==> config.mk <==
export PLATFORM = sky130hd
export DESIGN_NAME = mips_encode
export DESIGN_NICKNAME = d
export VERILOG_FILES = /design/src/rtl/mips_encode.sv
export SDC_FILE = /design/constraint.sdc
export NUM_CORES = 1
export LEC_CHECK = 0
export BUFFER_PORTS_ARGS = -buffer_cell sky130_fd_sc_hd__buf_2
export CAP_MARGIN = 20
export CORE_MARGIN = 10
export CORE_UTILIZATION = 30
export CTS_CLUSTER_SIZE = 24
export DETAILED_ROUTE_END_ITERATION = 12
export PLACE_DENSITY = 0.52
export SLEW_MARGIN = 20
export SYNTH_ARGS = -nofsm -noshare
export SYNTH_HDL_FRONTEND = slang
export SYNTH_SLANG_ARGS = --single-unit
==> constraint.sdc <==
create_clock -name clock -period 4.4 [get_ports clock]
set_input_delay 0.22 -clock clock [delete_from_list [all_inputs] [get_ports clock]]
set_output_delay 0.22 -clock clock [all_outputs]
set_load 0.01 [all_outputs]
==> src/rtl/mips_encode.sv <==
// Two-stage MIPS instruction encoder (inverse of mips_decode) with valid/ready
// handshakes on both sides and running counts of emitted and illegal words.

`ifndef MIPS_ENCODE_OPCODES
`define MIPS_ENCODE_OPCODES
`ifndef OP_OTHER0
`define OP_OTHER0 6'h00
`endif
`ifndef OP_J
`define OP_J      6'h02
`endif
`ifndef OP_BEQ
`define OP_BEQ    6'h04
`endif
`ifndef OP_BNE
`define OP_BNE    6'h05
`endif
`ifndef OP_ADDI
`define OP_ADDI   6'h08
`endif
`ifndef OP_ANDI
`define OP_ANDI   6'h0c
`endif
`ifndef OP_ORI
`define OP_ORI    6'h0d
`endif
`ifndef OP_XORI
`define OP_XORI   6'h0e
`endif
`ifndef OP_LUI
`define OP_LUI    6'h0f
`endif
`ifndef OP_LW
`define OP_LW     6'h23
`endif
`ifndef OP_LBU
`define OP_LBU    6'h24
`endif
`ifndef OP_SB
`define OP_SB     6'h28
`endif
`ifndef OP_SW
`define OP_SW     6'h2b
`endif
`ifndef OP0_JR
`define OP0_JR    6'h08
`endif
`ifndef OP0_ADD
`define OP0_ADD   6'h20
`endif
`ifndef OP0_SUB
`define OP0_SUB   6'h22
`endif
`ifndef OP0_AND
`define OP0_AND   6'h24
`endif
`ifndef OP0_OR
`define OP0_OR    6'h25
`endif
`ifndef OP0_XOR
`define OP0_XOR   6'h26
`endif
`ifndef OP0_NOR
`define OP0_NOR   6'h27
`endif
`ifndef OP0_SLT
`define OP0_SLT   6'h2a
`endif
`ifndef OP0_ADDM
`define OP0_ADDM  6'h2c
`endif
`endif

module mips_encode (
    input  logic        clock,
    input  logic        reset,
    input  logic        in_valid,
    output logic        in_ready,
    input  logic [4:0]  in_mnem,
    input  logic [4:0]  in_rs,
    input  logic [4:0]  in_rt,
    input  logic [4:0]  in_rd,
    input  logic [15:0] in_imm,
    input  logic [25:0] in_target,
    output logic        out_valid,
    input  logic        out_ready,
    output logic [31:0] out_inst,
    output logic        out_err,
    output logic [15:0] emit_count,
    output logic [7:0]  illegal_count
);

    typedef enum logic [4:0] {
        M_ADD  = 5'd0,  M_SUB  = 5'd1,  M_AND  = 5'd2,  M_OR   = 5'd3,
        M_NOR  = 5'd4,  M_XOR  = 5'd5,  M_ADDI = 5'd6,  M_ANDI = 5'd7,
        M_ORI  = 5'd8,  M_XORI = 5'd9,  M_BEQ  = 5'd10, M_BNE  = 5'd11,
        M_J    = 5'd12, M_JR   = 5'd13, M_LUI  = 5'd14, M_SLT  = 5'd15,
        M_LW   = 5'd16, M_LBU  = 5'd17, M_SW   = 5'd18, M_SB   = 5'd19,
        M_ADDM = 5'd20
    } mnem_t;

    logic        s1_valid;
    logic [4:0]  s1_mnem;
    logic [4:0]  s1_rs;
    logic [4:0]  s1_rt;
    logic [4:0]  s1_rd;
    logic [15:0] s1_imm;
    logic [25:0] s1_target;

    logic        s2_valid;
    logic [31:0] s2_inst;
    logic        s2_err;

    logic        s2_load;
    logic        fire;
    logic [31:0] enc_inst;
    logic        enc_err;

    assign s2_load   = ~s2_valid | out_ready;
    assign in_ready  = ~s1_valid | s2_load;
    assign fire      = s2_valid & out_ready;
    assign out_valid = s2_valid;
    assign out_inst  = s2_inst;
    assign out_err   = s2_err;

    always_comb begin
        enc_inst = '0;
        enc_err  = 1'b0;
        case (s1_mnem)
            M_ADD:  enc_inst = {`OP_OTHER0, s1_rs, s1_rt, s1_rd, 5'b0, `OP0_ADD};
            M_SUB:  enc_inst = {`OP_OTHER0, s1_rs, s1_rt, s1_rd, 5'b0, `OP0_SUB};
            M_AND:  enc_inst = {`OP_OTHER0, s1_rs, s1_rt, s1_rd, 5'b0, `OP0_AND};
            M_OR:   enc_inst = {`OP_OTHER0, s1_rs, s1_rt, s1_rd, 5'b0, `OP0_OR};
            M_NOR:  enc_inst = {`OP_OTHER0, s1_rs, s1_rt, s1_rd, 5'b0, `OP0_NOR};
            M_XOR:  enc_inst = {`OP_OTHER0, s1_rs, s1_rt, s1_rd, 5'b0, `OP0_XOR};
            M_SLT:  enc_inst = {`OP_OTHER0, s1_rs, s1_rt, s1_rd, 5'b0, `OP0_SLT};
            M_ADDM: enc_inst = {`OP_OTHER0, s1_rs, s1_rt, s1_rd, 5'b0, `OP0_ADDM};
            M_JR:   enc_inst = {`OP_OTHER0, s1_rs, 10'b0, 5'b0, `OP0_JR};
            M_ADDI: enc_inst = {`OP_ADDI, s1_rs, s1_rt, s1_imm};
            M_ANDI: enc_inst = {`OP_ANDI, s1_rs, s1_rt, s1_imm};
            M_ORI:  enc_inst = {`OP_ORI,  s1_rs, s1_rt, s1_imm};
            M_XORI: enc_inst = {`OP_XORI, s1_rs, s1_rt, s1_imm};
            M_BEQ:  enc_inst = {`OP_BEQ,  s1_rs, s1_rt, s1_imm};
            M_BNE:  enc_inst = {`OP_BNE,  s1_rs, s1_rt, s1_imm};
            M_LW:   enc_inst = {`OP_LW,   s1_rs, s1_rt, s1_imm};
            M_LBU:  enc_inst = {`OP_LBU,  s1_rs, s1_rt, s1_imm};
            M_SW:   enc_inst = {`OP_SW,   s1_rs, s1_rt, s1_imm};
            M_SB:   enc_inst = {`OP_SB,   s1_rs, s1_rt, s1_imm};
            M_LUI:  enc_inst = {`OP_LUI, 5'b0, s1_rt, s1_imm};
            M_J:    enc_inst = {`OP_J, s1_target};
            default: enc_err = 1'b1;
        endcase
    end

    always_ff @(posedge clock or posedge reset) begin
        if (reset) begin
            s1_valid      <= 1'b0;
            s1_mnem       <= '0;
            s1_rs         <= '0;
            s1_rt         <= '0;
            s1_rd         <= '0;
            s1_imm        <= '0;
            s1_target     <= '0;
            s2_valid      <= 1'b0;
            s2_inst       <= '0;
            s2_err        <= 1'b0;
            emit_count    <= '0;
            illegal_count <= '0;
        end else begin
            if (in_ready) begin
                s1_valid <= in_valid;
                if (in_valid) begin
                    s1_mnem   <= in_mnem;
                    s1_rs     <= in_rs;
                    s1_rt     <= in_rt;
                    s1_rd     <= in_rd;
                    s1_imm    <= in_imm;
                    s1_target <= in_target;
                end
            end
            // S2 data only moves with a real word so a held output never glitches.
            if (s2_load) begin
                s2_valid <= s1_valid;
                if (s1_valid) begin
                    s2_inst <= enc_inst;
                    s2_err  <= enc_err;
                end
            end
            if (fire) begin
                emit_count <= emit_count + 16'd1;
                if (s2_err && illegal_count != 8'hFF)
                    illegal_count <= illegal_count + 8'd1;
            end
        end
    end

endmodule

==> impl_metrics.yaml, run 1 <==
yosys:
  async_flop_share: 1.00
  postSynthCellCount: 455
  synth-edff-count: 0
  ys_seq_elements: 120
  synthFlopType: "dfrtp_1"
  yosys_warnings: 0
  synthesis.area_um2: 5360
  synth_nets: 523
  ys_types: 53
  ys_seq_area_frac: 0.560
  avgSynthCellArea_um2: 11.8
critical_path:
  worstSetupStartpointType: "flop"
  r2r-end: "out_inst[14]"
  critical_path_class: "flop to flop"
  r2r_setup_slack_ps: 1870
  worstReg2RegStart: "s1_mnem[1]"
  reg2reg_depth: 4
  cp-end-kind: "flop"
  crit_required_ps: 4720
  arrival_ps: 2850
  worst-path-max-fanout: 20
clock_network:
  cts.clk_slew.worst_paths_ps: 60
  clk_path_buf_depth: 2
  cts.htree.levels: 4
  clock_latency_ps: 410
  cts_tree: "yes"
  post_cts_buffers: 0
  cts-root-buf: "clkbuf_16"
  numCtsBuffers: 17
  clock_sinks: 120
job:
  cap_viol_max_count: 0
status:
  status: "completed"
finish:
  layout_commonest_cell: "buf_2"
  layout_common_cells: "123 x buf_2, 120 x dfrtp_1, 62 x mux2_1, 30 x nand2_1, 26 x nor2_1"
  antenna_cells: 0
  nets: 644
  drive_gt1_frac: 0.291
  synthToLayoutAreaGrowth_pct: 26.5
  final_util: 0.390
  design_area_um2: 6790
  fin_cells: 813
timing:
  setup_viol: 0
  hold_ws_ps: 18.5
  slew_headroom: 0.301
  drv_slew: 0
  fin_crit_ps: 2530
  skew_ps: 8.49
  rsz0062_at_grt: "false"
  max_slew.worst_pin.slew_ps: 1040
  fmax_ghz: 0.395
  finalHoldViolCount: 0
  fin_crit_sh: 0.575
  timing.setup.tns_ps: 0
floorplanning:
  die_h_um: 154
  dieArea_um2: 23600
  pin_count: 125
  num_rows: 48
  start_util: 0.308
  core_um2: 17400
  die_x_um: 154
power_and_ir_drop:
  max-vdd-ir-drop_v: 0.000292
  power_density_nw_per_um2: 537
  leakagePower_nw: 3.10
detailed_routing:
  route.detailed.drc: 0
  drtPass1Iterations: 4
  avgRoutedWirePerCell_um: 17.9
  via_per_inst: 4.89
  wl_um: 14600
  first_iter_violations: 235
  ant_nets: 0
  route.vias.total: 3978
worst_hold_path:
  holdCritStartpoint: "in_imm[6]"
  hold-path-endpoint: "s1_imm[6]"
  min_path_cells: 2
  hold_path.class: "primary input to flop"
global_route:
  grt_use_total: 0.123
  antenna_found_initial: 0
  grt_max_degree: 61
  grt_pass1_wl_um: 23200
  grt_overflow: 0
  grt_pass1_vias: 4262
place:
  hpwl_um: 10500
  placed_cells: 778
  gp_congestion: 0.824
  place_area_um2: 6130
  numPortBuffers: 123
## metal layers
metal | wire length [µm] | share of wire | vias up | global-route usage
met5 | 0 | 0 | - | 0
met4 | 133 | 0.0091 | 0 | 0.0382
met3 | 1060 | 0.073 | 12 | 0.0480
met2 | 6430 | 0.44 | 140 | 0.182
met1 | 6930 | 0.48 | 1953 | 0.161
li1 | - | - | 1873 | -
## how the worst max path moves through the flow
stage	startpoint	endpoint	slack [ps]	depth (start not counted)
final	s1_mnem[1]	out_inst[14]	1870	4
after global routing	s1_mnem[1]	out_inst[14]	1570	4
after CTS	s1_mnem[2]	out_inst[14]	1780	4
after detailed placement	s1_mnem[2]	out_inst[13]	1810	4
after global placement	s1_mnem[1]	out_inst[14]	1860	4
after floorplan	reset	emit_count[0]	990	1
## registers in the layout, indices dropped and copies added (netlist names), 5 cells and up
signal / count
out_inst: 31
s1_target: 26
emit_count: 16
s1_imm: 16
illegal_count: 8
s1_mnem: 5
s1_rd: 5
s1_rs: 5
s1_rt: 5
## cells by family (layout without fill, tap and decap cells)
group           count (synthesis)  count (layout)  share of synthesized area
fa+ha+maj                       2               2                    0.00466
simple gates                  118             118                      0.113
other cells                     1               1                   0.000699
flops                         120             120                      0.560
compound gates                 92              92                      0.113
mux                            66              66                      0.139
xor+xnor                       22              22                     0.0359
buf+inv                        34             167                     0.0343
## report_power, final
| group | leakage, nW | internal (W) | switching (W) |
|---|---|---|---|
| combinational | 1.34 | 0.000311 | 0.000385 |
| sequential | 1.47 | 0.00131 | 0.000189 |
| clock | 0.300 | 0.000969 | 0.000474 |
## worst max-delay path: stages, from the launching register on
cell      delay, ps
dfrtp_1         600
o211ai_1        830
a21boi_2        490
nand2_1         210
o221ai_1        290
## synth_stat cells, types with 2 or more instances
cell type	instances	area (µm²)
nor2b_1	9	56.3
a31oi_1	6	37.5
o21ai_0	8	40.0
a32oi_1	10	87.6
ha_1	2	25.0
mux2_1	62	698
buf_2	12	60.1
a21o_1	2	15.0
dfrtp_1	120	3000
clkbuf_1	6	22.5
a311oi_1	2	17.5
nand2_1	30	113
nand2b_1	9	56.3
xnor2_1	12	105
nand3_1	18	90.1
nand4_1	3	18.8
a21oi_1	18	90.1
nand3b_1	3	22.5
o21ai_1	22	110
mux2_2	4	45.0
o32ai_1	2	17.5
a22oi_1	5	37.5
or3b_1	2	17.5
and4_1	4	35.0
or2_2	3	18.8
nor2_1	26	97.6
xor2_1	10	87.6
and3_1	2	12.5
buf_4	9	67.6
o221ai_1	5	43.8
nor3_1	2	10.0
inv_1	6	22.5
## cell type report
class                   count  area, µm²
inverters                   6       25.0
fillers                  1743      10600
flip-flops and latches    120       3000
repair buffers            130        678
clock buffers              22        464
well taps                 225        282
multi-input cells         301       2190
clock inverters             9        148
## stage by stage
stage | setup WS (ps) | total power, W
3_3_place_gp | 1860 | 0.00220
3_5_place_dp | 1810 | 0.00222
4_1_cts | 1780 | 0.00369
6_report | 1870 | 0.00364
2_1_floorplan | 994 | 0.00192
5_1_grt | 1570 | 0.00384
## what timing repair did
action,in CTS,in global routing
resized for setup,0,0
endpoints found under the hold margin,4,0
hold buffers,4,0
Power figures use the tool's default switching activity.
==> run 2, diff against run 1 <==
==> constraint.sdc (replaced) <==
create_clock -name clock -period 2.5 [get_ports clock]
set_input_delay 0.125 -clock clock [delete_from_list [all_inputs] [get_ports clock]]
set_output_delay 0.125 -clock clock [all_outputs]
set_load 0.01 [all_outputs]
==> run 2 against run 1 <==
  * Worst hold slack better by 78 ps
  * Sequential power is 77% higher
  * First-iteration DRC count is 11% lower
  * Clock skew is 1.3 ps lower
  * Clock-buffer cell count is 1 lower
  * Sequential cell count stayed put
  * Register-to-register slack worse by 1400 ps
  * Utilization is 3.9 points higher
  * Clock power is 77% higher
==> impl_metrics.yaml, run 2 (synthesis results as in run 1) <==
critical_path:
  worstSetupStartpointType: "flop"
  crit_path_cell_trace: "nand2b_1 -> o21ai_2 -> nor2_1 -> o221ai_1"
  cp-end-kind: "flop"
  worst-path-max-fanout: 23
  arrival_ps: 2330
  cpPeakStageDelay_ps: 770
  startpoint: "s1_mnem[3]"
  worstReg2RegStart: "s1_mnem[3]"
  reg2reg_depth: 4
  critical_path_class: "flop to flop"
  cp_slowest_cell: "dfrtp_1"
  crit_required_ps: 2820
finish:
  nets: 710
  final_util: 0.429
  design_area_um2: 7470
  largest_reg_flops: 31
  layout_common_cells: "123 x buf_2, 120 x dfrtp_1, 64 x dlygate4sd3_1, 62 x mux2_1, 30 x nand2_1"
  drive_gt1_frac: 0.276
  layout_commonest_cell: "buf_2"
  synthToLayoutAreaGrowth_pct: 39.2
  antenna_cells: 0
timing:
  skew_ps: 7.24
  max_slew.worst_pin.slew_ps: 703
  slew_headroom: 0.531
  fmax_ghz: 0.497
  finalHoldViolCount: 0
  timing.setup.tns_ps: 0
  fin_crit_ps: 2010
  setup_viol: 0
  fin_crit_sh: 0.805
  hold_ws_ps: 96.4
  rsz0062_at_grt: "false"
  drv_slew: 0
global_route:
  grt_overflow: 0
  grt_max_degree: 121
  grt_pass1_wl_um: 24700
  grt_use_total: 0.130
  grt_pass1_vias: 4546
  antenna_found_initial: 0
detailed_routing:
  via_per_inst: 4.82
  avgRoutedWirePerCell_um: 17.3
  drtPass1Iterations: 4
  route.vias.total: 4242
  ant_nets: 0
  wl_um: 15200
  first_iter_violations: 210
  route.detailed.drc: 0
floorplanning:
  dieArea_um2: 23600
  start_util: 0.308
  die_h_um: 154
  die_x_um: 154
  pin_count: 125
  num_rows: 48
  core_um2: 17400
worst_hold_path:
  holdCritStartpoint: "out_ready"
  hold_path.class: "primary input to flop"
  min_path_cells: 3
place:
  gp_congestion: 0.807
  hpwl_um: 10600
  place_area_um2: 6200
  numPortBuffers: 123
clock_network:
  cts-root-buf: "clkbuf_16"
  cts_tree: "yes"
  cts.clk_slew.worst_paths_ps: 60
  numCtsBuffers: 17
  clk_path_buf_depth: 2
  clock_sinks: 120
  cts.htree.levels: 4
  post_cts_buffers: 0
  clock_latency_ps: 420
power_and_ir_drop:
  power.switching_w: 0.00191
  seqPwrFrac: 0.407
  power_density_nw_per_um2: 873
  finalPower_w: 0.00652
  p_clk_frac: 0.391
  p_sw_frac: 0.294
  p_int_w: 0.00461
  p_comb_frac: 0.202
  max-vdd-ir-drop_v: 0.000690
  leakagePower_nw: 3.39
job:
  cap_viol_max_count: 0
status:
  status: "completed"
## run 2: cell count changes in the layout (fill, tap and decap cells not counted)
cell           delta
buf_12            +2
inv_4             -1
buf_4             +4
clkinv_4          +2
clkbuf_1          -3
dlygate4sd3_1    +60
nor2_4            -1
bufinv_16         -1
clkinv_2          -1
clkbuf_8          +2
nor2_2            +1
clkinvlp_4        +3
## run 2: path summary, 6_finish.rpt
path | to | slack, ps
setup / recovery | out_inst[14] | 490
hold / removal | emit_count[0] | 100
setup reg to reg | out_inst[14] | 490
max in group asynchronous | s1_target[4] | 1510
min in group asynchronous | illegal_count[0] | 410
hold reg to reg | emit_count[15] | 470
## run 2: worst max-delay path, delay by kind of cell (launching register included)
kind	cells	cell delay [ps]
flip-flops	1	770
AO/OA/AOI/OAI	2	670
AND/OR/NAND/NOR	2	460
## run 2: final cells by class
class,instances,area [µm²]
clock buffer,21,480
clock inverter,11,145
inverter,6,26.3
sequential,120,3000
tap,225,282
fill,1690,9950
timing repair buffer,196,1350
multi-input combinational,301,2180
## run 2: power groups by stage
| stage | logic (W) | registers [W] | clock network [W] |
|---|---|---|---|
| finish | 0.00132 | 0.00265 | 0.00255 |
| global route | 0.00148 | 0.00271 | 0.00270 |
| CTS | 0.00135 | 0.00265 | 0.00263 |
| detailed placement | 0.00126 | 0.00268 | 0 |
| global placement | 0.00123 | 0.00267 | 0 |
| floorplan | 0.000717 | 0.00266 | 0 |
## run 2: timing repair
item	in CTS	in global routing
hold buffers	64	0
gates resized for setup	0	0
endpoints found under the hold margin	183	0
## run 2: through the flow
stage | instances | setup slack, ps
3_5_place_dp | 784 | 523
6_report | 880 | 488
5_1_grt | 880 | 340
4_1_cts | 880 | 497
3_3_place_gp | 784 | 663
2_1_floorplan | 455 | 906
## run 2: metal layers
metal  vias up  GRT usage  routed length [µm]
met5         -          0                   0
met4         0     0.0553                 300
met3        21     0.0444                1060
met2       134      0.195                6940
met1      2088      0.165                6900
li1       1999          -                   -
==> run 3, diff against run 2 <==
--- a/config.mk
+++ b/config.mk
@@ -5,13 +5,14 @@
 export SDC_FILE = /design/constraint.sdc
 export NUM_CORES = 1
 export LEC_CHECK = 0
+export ABC_AREA = 1
 export BUFFER_PORTS_ARGS = -buffer_cell sky130_fd_sc_hd__buf_2
 export CAP_MARGIN = 20
 export CORE_MARGIN = 10
 export CORE_UTILIZATION = 30
 export CTS_CLUSTER_SIZE = 24
 export DETAILED_ROUTE_END_ITERATION = 12
-export PLACE_DENSITY = 0.52
+export PLACE_DENSITY = 0.53
 export SLEW_MARGIN = 20
 export SYNTH_ARGS = -nofsm -noshare
 export SYNTH_HDL_FRONTEND = slang
==> constraint.sdc (replaced) <==
create_clock -name clock -period 1.75 [get_ports clock]
set_input_delay 0.0875 -clock clock [delete_from_list [all_inputs] [get_ports clock]]
set_output_delay 0.0875 -clock clock [all_outputs]
set_load 0.01 [all_outputs]
==> run 3 against run 2 <==
  * Sequential power up 44%
  * Routed wire length is 1.7% lower
  * Global-route usage is 0.10 points lower
  * Combinational power increased by 67%
  * Register-to-register slack got worse by 360 ps
  * Synthesized cell count is 16% higher
  * Worst setup slack got worse by 360 ps
  * Die area is 0.49% lower
  * Sequential cell count unchanged
==> impl_metrics.yaml, run 3 <==
status:
  status: "completed"
floorplanning:
  pin_count: 125
  die_h_um: 153
  dieArea_um2: 23500
  die_x_um: 153
  core_um2: 17400
  start_util: 0.307
  num_rows: 48
clock_network:
  cts.htree.levels: 4
  clock_sinks: 120
  clk_path_buf_depth: 2
  clock_latency_ps: 420
  cts.clk_slew.worst_paths_ps: 60
  numCtsBuffers: 17
  cts-root-buf: "clkbuf_16"
  cts_tree: "yes"
critical_path:
  crit_path_frequent_cell: "nand2_1"
  worst-path-max-fanout: 6
  reg2reg_depth: 10
  r2r_setup_slack_ps: 130
  startpoint: "s1_mnem[1]"
  critical_path_class: "flop to flop"
  critical_path.top_delay_family: "simple AND/OR/NAND/NOR gates"
  r2r-end: "out_inst[21]"
  worstSetupStartpointType: "flop"
  crit_path_cell_trace: "nand2_1 -> nor2_1 -> nand2_1 -> nand3_4 -> nor2_4 -> nand2_2 -> nand2_1 -> nand2_1 -> nand2_1 -> nand2_1"
  cp_slowest_cell: "dfrtp_1"
  crit_required_ps: 2100
  crit_buf_inv: 0
  cpPeakStageDelay_ps: 450
  worstReg2RegStart: "s1_mnem[1]"
  arrival_ps: 1980
  cp-end-kind: "flop"
yosys:
  yosys_warnings: 0
  async_flop_share: 1.00
  synth_nets: 594
  synth_top_area_frac: 0.563
  synthFlopType: "dfrtp_1"
  synthesis.area_um2: 5330
  ys_seq_elements: 120
  ys_seq_area_frac: 0.563
  synthTopCellsByArea: "dfrtp_1 56%, mux2_2 12%, nand2_1 12%"
  yosysMostFrequentCell: "nand2_1"
  ys_types: 31
  avgSynthCellArea_um2: 10.1
  synth_common_cells: "167 x nand2_1, 120 x dfrtp_1, 57 x mux2_2"
  postSynthCellCount: 526
  synth_top_area_cell: "dfrtp_1"
  synth-edff-count: 0
global_route:
  grt_use_total: 0.129
  grt_max_degree: 49
  antenna_found_initial: 0
  grt_overflow: 0
  grt_pass1_vias: 4714
  grt_pass1_wl_um: 24400
power_and_ir_drop:
  power.switching_w: 0.00292
  power_density_nw_per_um2: 1280
  p_clk_frac: 0.382
  max-vdd-ir-drop_v: 0.000696
  p_comb_frac: 0.227
  leakagePower_nw: 3.82
  p_int_w: 0.00682
  seqPwrFrac: 0.391
  p_sw_frac: 0.300
worst_hold_path:
  min_path_cells: 4
  hold_path.class: "primary input to flop"
  holdCritStartpoint: "out_ready"
  hold-path-endpoint: "out_valid"
timing:
  fin_crit_ps: 1620
  setup_viol: 0
  finalHoldViolCount: 0
  hold_ws_ps: 37.3
  fin_crit_sh: 0.928
  max_slew.worst_pin.slew_ps: 610
  fmax_ghz: 0.616
  fin_ws_ps: 127
  skew_ps: 6.96
  slew_headroom: 0.592
  drv_slew: 0
detailed_routing:
  via_per_inst: 4.50
  wl_um: 14900
  first_iter_violations: 200
  ant_nets: 0
  route.detailed.drc: 0
  avgRoutedWirePerCell_um: 15.4
  drtPass1Iterations: 5
  route.vias.total: 4373
place:
  hpwl_um: 10700
  numPortBuffers: 123
  gp_congestion: 0.892
  dp_slack_ps: 52.4
  place_area_um2: 6300
finish:
  drive_gt1_frac: 0.356
  largest_reg_flops: 31
  layout_common_cells: "163 x nand2_1, 123 x buf_2, 119 x dfrtp_1, 63 x dlygate4sd3_1, 57 x mux2_2"
  layout_commonest_cell: "nand2_1"
  nets: 802
  design_area_um2: 7620
  synthToLayoutAreaGrowth_pct: 42.9
  antenna_cells: 0
job:
  cap_viol_max_count: 0
-- run 3: power groups by stage --
stage / Combinational, W / Sequential [W] / Clock [W]
6_report: 0.00221 / 0.00381 / 0.00372
5_1_grt: 0.00248 / 0.00388 / 0.00394
4_1_cts: 0.00222 / 0.00381 / 0.00383
3_5_place_dp: 0.00210 / 0.00385 / 0
3_3_place_gp: 0.00206 / 0.00383 / 0
2_1_floorplan: 0.00112 / 0.00389 / 0
-- run 3: final cells by class --
class	count	area [µm²]
timing repair buffer	207	1440
clock inverter	12	174
multi-input combinational	360	2150
fill	1678	9740
inverter	28	109
tap	225	282
clock buffer	20	457
sequential	120	3000
-- run 3: worst max-delay path by stage --
stage	slack, ps	depth (start not counted)	endpoint
CTS	50	7	out_inst[7]
global route	-5	10	out_inst[16]
floorplan	170	5	s1_target[0]
detailed placement	50	7	out_inst[7]
global placement	60	7	out_inst[7]
finish	130	10	out_inst[21]
-- run 3: repair_timing --
action,in CTS,in global routing
endpoints found under the setup margin,0,21
resized for setup,0,12
endpoints found under the hold margin,83,0
buffers inserted,0,3
hold buffers,63,0
-- run 3: per-stage QoR --
| step | total power [W] | utilization | TNS (ps) | cells |
|---|---|---|---|---|
| after floorplan | 0.00502 | - | 0 | 526 |
| after detailed placement | 0.00595 | 0.363 | 0 | 874 |
| final | 0.00973 | 0.439 | 0 | 972 |
| after global routing | 0.0103 | 0.439 | -5.05 | 972 |
| after global placement | 0.00589 | 0.363 | 0 | 874 |
| after CTS | 0.00985 | 0.435 | 0 | 969 |
-- run 3: kinds of logic (layout without fill, tap and decap cells) --
family | Yosys count | count (layout) | share of synthesized area
buffers and inverters | 46 | 267 | 0.0415
other | 1 | 1 | 0.000703
muxes | 57 | 57 | 0.120
adders and majority gates | 2 | 2 | 0.00469
and+or+nand+nor | 239 | 239 | 0.191
xor gates and xnor gates | 21 | 21 | 0.0345
DFF | 120 | 120 | 0.563
AOI/OAI and AO/OA | 40 | 40 | 0.0446
-- run 3: tightest hold or removal path: cells and delay by family --
kind	cells	cell delay [ps]
buffers and inverters	2	180
AND/OR/NAND/NOR	2	140
-- run 3: routing by layer --
layer / track usage / wire length [µm] / share of wire
met2: 0.213 / 7410 / 0.50
met5: 0 / 0 / 0
met3: 0.0485 / 847 / 0.057
met4: 0.0486 / 311 / 0.021
met1: 0.148 / 6370 / 0.43
